<file path="config.mk">
export PLATFORM = sky130hd
export DESIGN_NAME = seg_scan_mux
export DESIGN_NICKNAME = d
export VERILOG_FILES = /design/src/rtl/seg_scan_mux.sv
export SDC_FILE = /design/constraint.sdc
export NUM_CORES = 1
export LEC_CHECK = 0
export CAP_MARGIN = 0
export CORE_ASPECT_RATIO = 1.25
export CORE_MARGIN = 10
export CORE_UTILIZATION = 50
export CTS_BUF_LIST = sky130_fd_sc_hd__clkbuf_4 sky130_fd_sc_hd__clkbuf_8
export CTS_CLUSTER_DIAMETER = 100
export DETAILED_ROUTE_END_ITERATION = 7
export PLACE_DENSITY = 0.74
export SLEW_MARGIN = 5
export SYNTH_ARGS = -nofsm -noshare
export SYNTH_HDL_FRONTEND = slang
export SYNTH_SLANG_ARGS = --single-unit
</file>
<file path="constraint.sdc">
create_clock -name clk -period 2.8 [get_ports clk]
set_clock_uncertainty 0.15 [all_clocks]
set_input_delay 0.56 -clock clk [delete_from_list [all_inputs] [get_ports clk]]
set_output_delay 0.56 -clock clk [all_outputs]
set_load 0.05 [all_outputs]
</file>
<file path="src/rtl/seg_scan_mux.sv">
// seg_scan_mux: scans four display digits for the Basys 3 7-segment display.
// It drives the 4-bit code input of the downstream BCD-to-7-segment decoder
// and the active-low anodes.
//   clk, rst_n     : system clock, asynchronous active-low reset
//   load           : one-cycle strobe that captures digits_in / blink_mask_in
//   digits_in      : four codes, [3:0] = digit 0 (rightmost)
//   blink_mask_in  : bit i = 1 makes digit i blink
//   lz_en          : leading-zero suppression, used live
//   bcd            : code sent to the decoder (4'hF = blank)
//   an             : anodes, active-low
//   frame_start    : one-cycle pulse when scanning returns to digit 0
module seg_scan_mux #(
    parameter int unsigned REFRESH_DIV  = 100000,
    parameter int unsigned BLINK_FRAMES = 125
) (
    input  logic        clk,
    input  logic        rst_n,
    input  logic        load,
    input  logic [15:0] digits_in,
    input  logic [3:0]  blink_mask_in,
    input  logic        lz_en,
    output logic [3:0]  bcd,
    output logic [3:0]  an,
    output logic        frame_start
);

    localparam int unsigned CNT_W = (REFRESH_DIV > 1) ? $clog2(REFRESH_DIV) : 1;
    localparam int unsigned FRM_W = (BLINK_FRAMES > 1) ? $clog2(BLINK_FRAMES) : 1;
    localparam logic [CNT_W-1:0] CNT_MAX = CNT_W'(REFRESH_DIV - 1);
    localparam logic [FRM_W-1:0] FRM_MAX = FRM_W'(BLINK_FRAMES - 1);

    logic [CNT_W-1:0] slot_cnt_q, slot_cnt_d;
    logic [1:0]       idx_q, idx_d;
    logic [FRM_W-1:0] frm_cnt_q, frm_cnt_d;
    logic             blink_on_q, blink_on_d;
    logic [15:0]      act_dig_q, act_dig_d;
    logic [3:0]       act_mask_q, act_mask_d;
    logic [15:0]      pend_dig_q, pend_dig_d;
    logic [3:0]       pend_mask_q, pend_mask_d;
    logic             pending_flag_q, pending_flag_d;
    logic [3:0]       an_q, an_d;
    logic [3:0]       bcd_q, bcd_d;
    logic             frame_start_q, frame_start_d;

    logic             tick_c;
    logic             wrap_c;

    // State register
    always_ff @(posedge clk or negedge rst_n) begin
        if (!rst_n) begin
            slot_cnt_q     <= '0;
            idx_q          <= 2'd0;
            frm_cnt_q      <= '0;
            blink_on_q     <= 1'b1;
            act_dig_q      <= 16'h0000;
            act_mask_q     <= 4'b0000;
            pend_dig_q     <= 16'h0000;
            pend_mask_q    <= 4'b0000;
            pending_flag_q <= 1'b0;
            an_q           <= 4'b1110;
            bcd_q          <= 4'h0;
            frame_start_q  <= 1'b0;
        end else begin
            slot_cnt_q     <= slot_cnt_d;
            idx_q          <= idx_d;
            frm_cnt_q      <= frm_cnt_d;
            blink_on_q     <= blink_on_d;
            act_dig_q      <= act_dig_d;
            act_mask_q     <= act_mask_d;
            pend_dig_q     <= pend_dig_d;
            pend_mask_q    <= pend_mask_d;
            pending_flag_q <= pending_flag_d;
            an_q           <= an_d;
            bcd_q          <= bcd_d;
            frame_start_q  <= frame_start_d;
        end
    end

    // Slot timing, digit index and blink phase
    always_comb begin
        tick_c     = (slot_cnt_q == CNT_MAX);
        wrap_c     = tick_c && (idx_q == 2'd3);
        slot_cnt_d = tick_c ? '0 : slot_cnt_q + CNT_W'(1);
        idx_d      = tick_c ? idx_q + 2'd1 : idx_q;
        frm_cnt_d  = frm_cnt_q;
        blink_on_d = blink_on_q;
        if (wrap_c) begin
            if (frm_cnt_q == FRM_MAX) begin
                frm_cnt_d  = '0;
                blink_on_d = ~blink_on_q;
            end else begin
                frm_cnt_d  = frm_cnt_q + FRM_W'(1);
            end
        end
    end

    // Shadow buffer: loads land in pending, active only changes on a frame wrap
    always_comb begin
        pend_dig_d     = pend_dig_q;
        pend_mask_d    = pend_mask_q;
        pending_flag_d = pending_flag_q;
        act_dig_d      = act_dig_q;
        act_mask_d     = act_mask_q;
        if (load) begin
            pend_dig_d     = digits_in;
            pend_mask_d    = blink_mask_in;
            pending_flag_d = 1'b1;
        end
        if (wrap_c) begin
            // A load on the wrap cycle itself bypasses the pending stage
            if (load) begin
                act_dig_d      = digits_in;
                act_mask_d     = blink_mask_in;
                pending_flag_d = 1'b0;
            end else if (pending_flag_q) begin
                act_dig_d      = pend_dig_q;
                act_mask_d     = pend_mask_q;
                pending_flag_d = 1'b0;
            end
        end
    end

    // Outputs are computed for the next slot from next-state values so that a
    // committed frame and its new index appear on the same edge
    logic [3:0] zero_hi;
    logic [3:0] sel_dig;
    logic       blank_an;
    logic       suppress;

    always_comb begin
        zero_hi       = 4'b0000;
        zero_hi[3]    = (act_dig_d[15:12] == 4'h0);
        zero_hi[2]    = zero_hi[3] && (act_dig_d[11:8] == 4'h0);
        zero_hi[1]    = zero_hi[2] && (act_dig_d[7:4] == 4'h0);
        zero_hi[0]    = zero_hi[1] && (act_dig_d[3:0] == 4'h0);
        sel_dig       = act_dig_d[{idx_d, 2'b00} +: 4];
        blank_an      = !blink_on_d && act_mask_d[idx_d];
        suppress      = lz_en && (idx_d != 2'd0) && zero_hi[idx_d];
        bcd_d         = suppress ? 4'hF : sel_dig;
        an_d          = blank_an ? 4'b1111 : ~(4'b0001 << idx_d);
        frame_start_d = wrap_c;
    end

    assign bcd         = bcd_q;
    assign an          = an_q;
    assign frame_start = frame_start_q;

endmodule

</file>
==> key figures <==
Worst setup path
  – Max FO, Critical Path: 5
  – Startpoint Class: register
  – Reg2Reg Setup Slack: -0.13 ns
  – Critical-path top delay cell: or4b_4
  – WP data arrival: 3.03 ns
  – Worst path max stage delay: 0.58 ns
  – Critical R2R Capture: bcd[2]$_DFF_PN0_
  – Crit Path Class: reg -> reg
  – CP endpoint kind: register
  – Worst Path Required: 2.90 ns
  – Cells on worst reg2reg path: 8
  – Crit path cell chain: or4b_4 -> or4_4 -> nor2_4 -> buf_12 -> mux2_2 -> nand2_1 -> a21oi_2 -> or3b_1
  – FF-to-FF Start: slot_cnt_q[12]$_DFF_PN0_

Timing
  – Max Freq: 0.341 GHz
  – Final worst slack: -0.133 ns
  – Final setup vio count: 5
  – Fin Setup TNS: -0.376 ns
  – Final Max Slew Viols: 0
  – Hold Fails Final Rpt: 0
  – Rel. slew slack: 0.367
  – Worst-Margin Slew: 0.950 ns
  – Tcrit/Tclk final: 1.05
  – Crit path time final: 2.93 ns
  – Unrepaired setup endpoints after global routing: true

Clock network
  – Clock transition at the registers of the reported paths: 0.09 ns
  – Clk root buf: clkbuf_8
  – CTS Sinks: 77
  – Hold buffers post-CTS: 0
  – CTS tree: built
  – Clock Latency Late Sink: 0.36 ns
  – Maximum clock path buffer count: 2
  – # H-tree levels: 3
  – Inserted Clock Buffers: 9

Yosys
  – Synth warn: 0
  – Post-Syn Instances: 330
  – Top_reg_cell synth: dfrtp_1
  – Syn Nets: 358
  – Number of synthesized flops with an enable pin: 0
  – FFs w/ async S/R, synth: 1.00
  – Avg Cell Area, Syn: 11.0 sq um
  – #FFs+latches synth: 77
  – Unique masters post-synth: 54
  – Sequential fraction of the synthesis area: 0.530
  – Synthesized area: 3640 sq um

Routing
  – Starting DRT DRC Count: 214
  – Drt drc: 0
  – Initial DRT Pass Iterations: 4
  – Routed wire length: 8770 microns
  – Post-DR vias/cell: 5.60
  – Routed length per instance: 16.6 microns
  – Vias: 2951
  – DRT antenna net count: 0

Floorplanning
  – Core Area: 7020 sq um
  – Total Die Area: 11100 sq um
  – Starting density of the core: 0.519
  – Core Rows: 34
  – IO Pins: 33
  – DIE HEIGHT: 115 microns
  – Die width: 96.4 microns

Global routing
  – First-pass GRT wire length: 14400 microns
  – Antenna violations before repair: 0
  – Largest net degree at the start of global routing: 78
  – Vias in the first global route: 3092
  – Global-route congestion overflow total: 0
  – GR Util All Layers: 0.163

Pwr
  – Max VDD drop: 338 uV
  – Lkg Pwr: 2.21 nW
  – PD cells: 419 nW/um^2

Status
  – Status: complete, but fails checks
  – Failing checks: negative setup slack

Placement
  – Hpwl dp: 6040 microns
  – Dpl ws: -0.302 ns
  – Final GP Congestion: 0.921
  – # port buffers: 32

Layout
  – Area growth, synth to finish: 34.4%
  – N_diodes: 0
  – Layout cells sized above 1: 0.339
  – Final #Nets: 460

Run
  – Max Cap Violations: 0

Hold path
  – Hold Path Class: in -> async
-- synthesized netlist by cell type (all sizes together) (5+ instances only) --
master / count / area (sq um)
xor2: 5 / 43.8
and2: 9 / 56.3
dfrtp: 73 / 1830
xnor2: 10 / 87.6
nand4: 7 / 43.8
nor2: 24 / 97.6
clkbuf: 7 / 26.3
nand3: 11 / 55.1
a32o: 6 / 60.1
inv: 12 / 45.0
nor3: 5 / 25.0
o21ai: 17 / 85.1
nand2: 38 / 148
a21oi: 6 / 30.0
mux2: 29 / 327
nor4: 5 / 43.8
a221o: 6 / 60.1
-- critical path: cells and delay by family (launching register included) --
kind                   cells  cell delay (ns)
DFF                        1             0.38
buffers and inverters      1             0.15
AOI/OAI and AO/OA          1             0.07
and+or+nand+nor            5             1.74
muxes                      1             0.35
-- kinds of logic after synthesis --
group / synth area share
buffers and inverters: 0.0299
flip-flops: 0.530
multiplexers: 0.101
adder cells (fa/ha/maj): 0.0137
AO/OA/AOI/OAI: 0.105
XOR/XNOR: 0.0361
AND/OR/NAND/NOR: 0.184
-- final cells by class --
class | count | area, sq um
Clock buffer | 11 | 145
Fill cell | 513 | 2120
Multi-Input combinational cell | 229 | 1730
Tap cell | 90 | 113
Timing Repair Buffer | 102 | 887
Clock inverter | 5 | 36.3
Sequential cell | 77 | 1930
Inverter | 13 | 48.8
-- power by group --
| group | switching (mW) | internal (mW) |
|---|---|---|
| Clock | 0.412 | 0.355 |
| Sequential | 0.00947 | 1.14 |
| Combinational | 0.0595 | 0.0746 |
-- sequential cells by signal, indices dropped and copies added, names as in the netlist --
name            cells
slot_cnt_q         17
frame_start         1
bcd                 4
idx_q               2
act_dig_q          16
blink_on_q          1
act_mask_q          4
pend_mask_q         4
frm_cnt_q           7
pend_dig_q         16
pending_flag_q      1
an                  4
-- worst max-delay path by stage --
| stage | slack (ns) | from | endpoint |
|---|---|---|---|
| 2_1_floorplan | -0.13 | slot_cnt_q[12]$_DFF_PN0_ | bcd[3]$_DFF_PN0_ |
| 3_3_place_gp | -0.24 | load | bcd[2]$_DFF_PN0_ |
| 3_5_place_dp | -0.30 | load | bcd[2]$_DFF_PN0_ |
| 4_1_cts | -0.14 | slot_cnt_q[6]$_DFF_PN0_ | bcd[2]$_DFF_PN0_ |
| 5_1_grt | -0.24 | slot_cnt_q[6]$_DFF_PN0_ | bcd[2]$_DFF_PN0_ |
| 6_report | -0.13 | slot_cnt_q[12]$_DFF_PN0_ | bcd[2]$_DFF_PN0_ |
-- cells in the final DEF (no fill, tap or decap), drive strengths merged, types with 5 or more instances in the layout --
cell type	instances
and2	9
nand3	11
nor3	5
mux2	29
nor2	24
a21oi	6
nand2	38
nor4	5
xor2	5
clkbuf	11
clkdlybuf4s50	31
o21ai	17
a32o	6
nand4	7
inv	12
xnor2	10
a221o	6
buf	71
dfrtp	73
-- stage by stage --
stage               area [sq um]  utilization  instances  hold WS (ns)  power [mW]
floorplan                   3650            -        330         0.114        1.22
global placement            4470        0.637        499         0.314        1.30
detailed placement          4470        0.637        499         0.326        1.31
CTS                         4840        0.690        522         0.231        2.06
global route                4900        0.698        527         0.266        2.13
finish                      4900        0.698        527         0.185        2.05
-- metal layers --
| layer | up-vias | part of all wire | track usage |
|---|---|---|---|
| li1 | 1388 | - | - |
| met5 | - | 0 | 0 |
| met4 | 0 | 0.026 | 0.0757 |
| met2 | 75 | 0.52 | 0.282 |
| met1 | 1467 | 0.40 | 0.185 |
| met3 | 21 | 0.049 | 0.0388 |
-- timing repair --
item                                    4_1_cts  5_1_grt
buffers inserted                              7        6
gates cloned                                  1        0
endpoints found under the setup margin        8        8
resized for setup                            23        7
pin swaps                                    16       12
(Power assumes the default switching activity.)
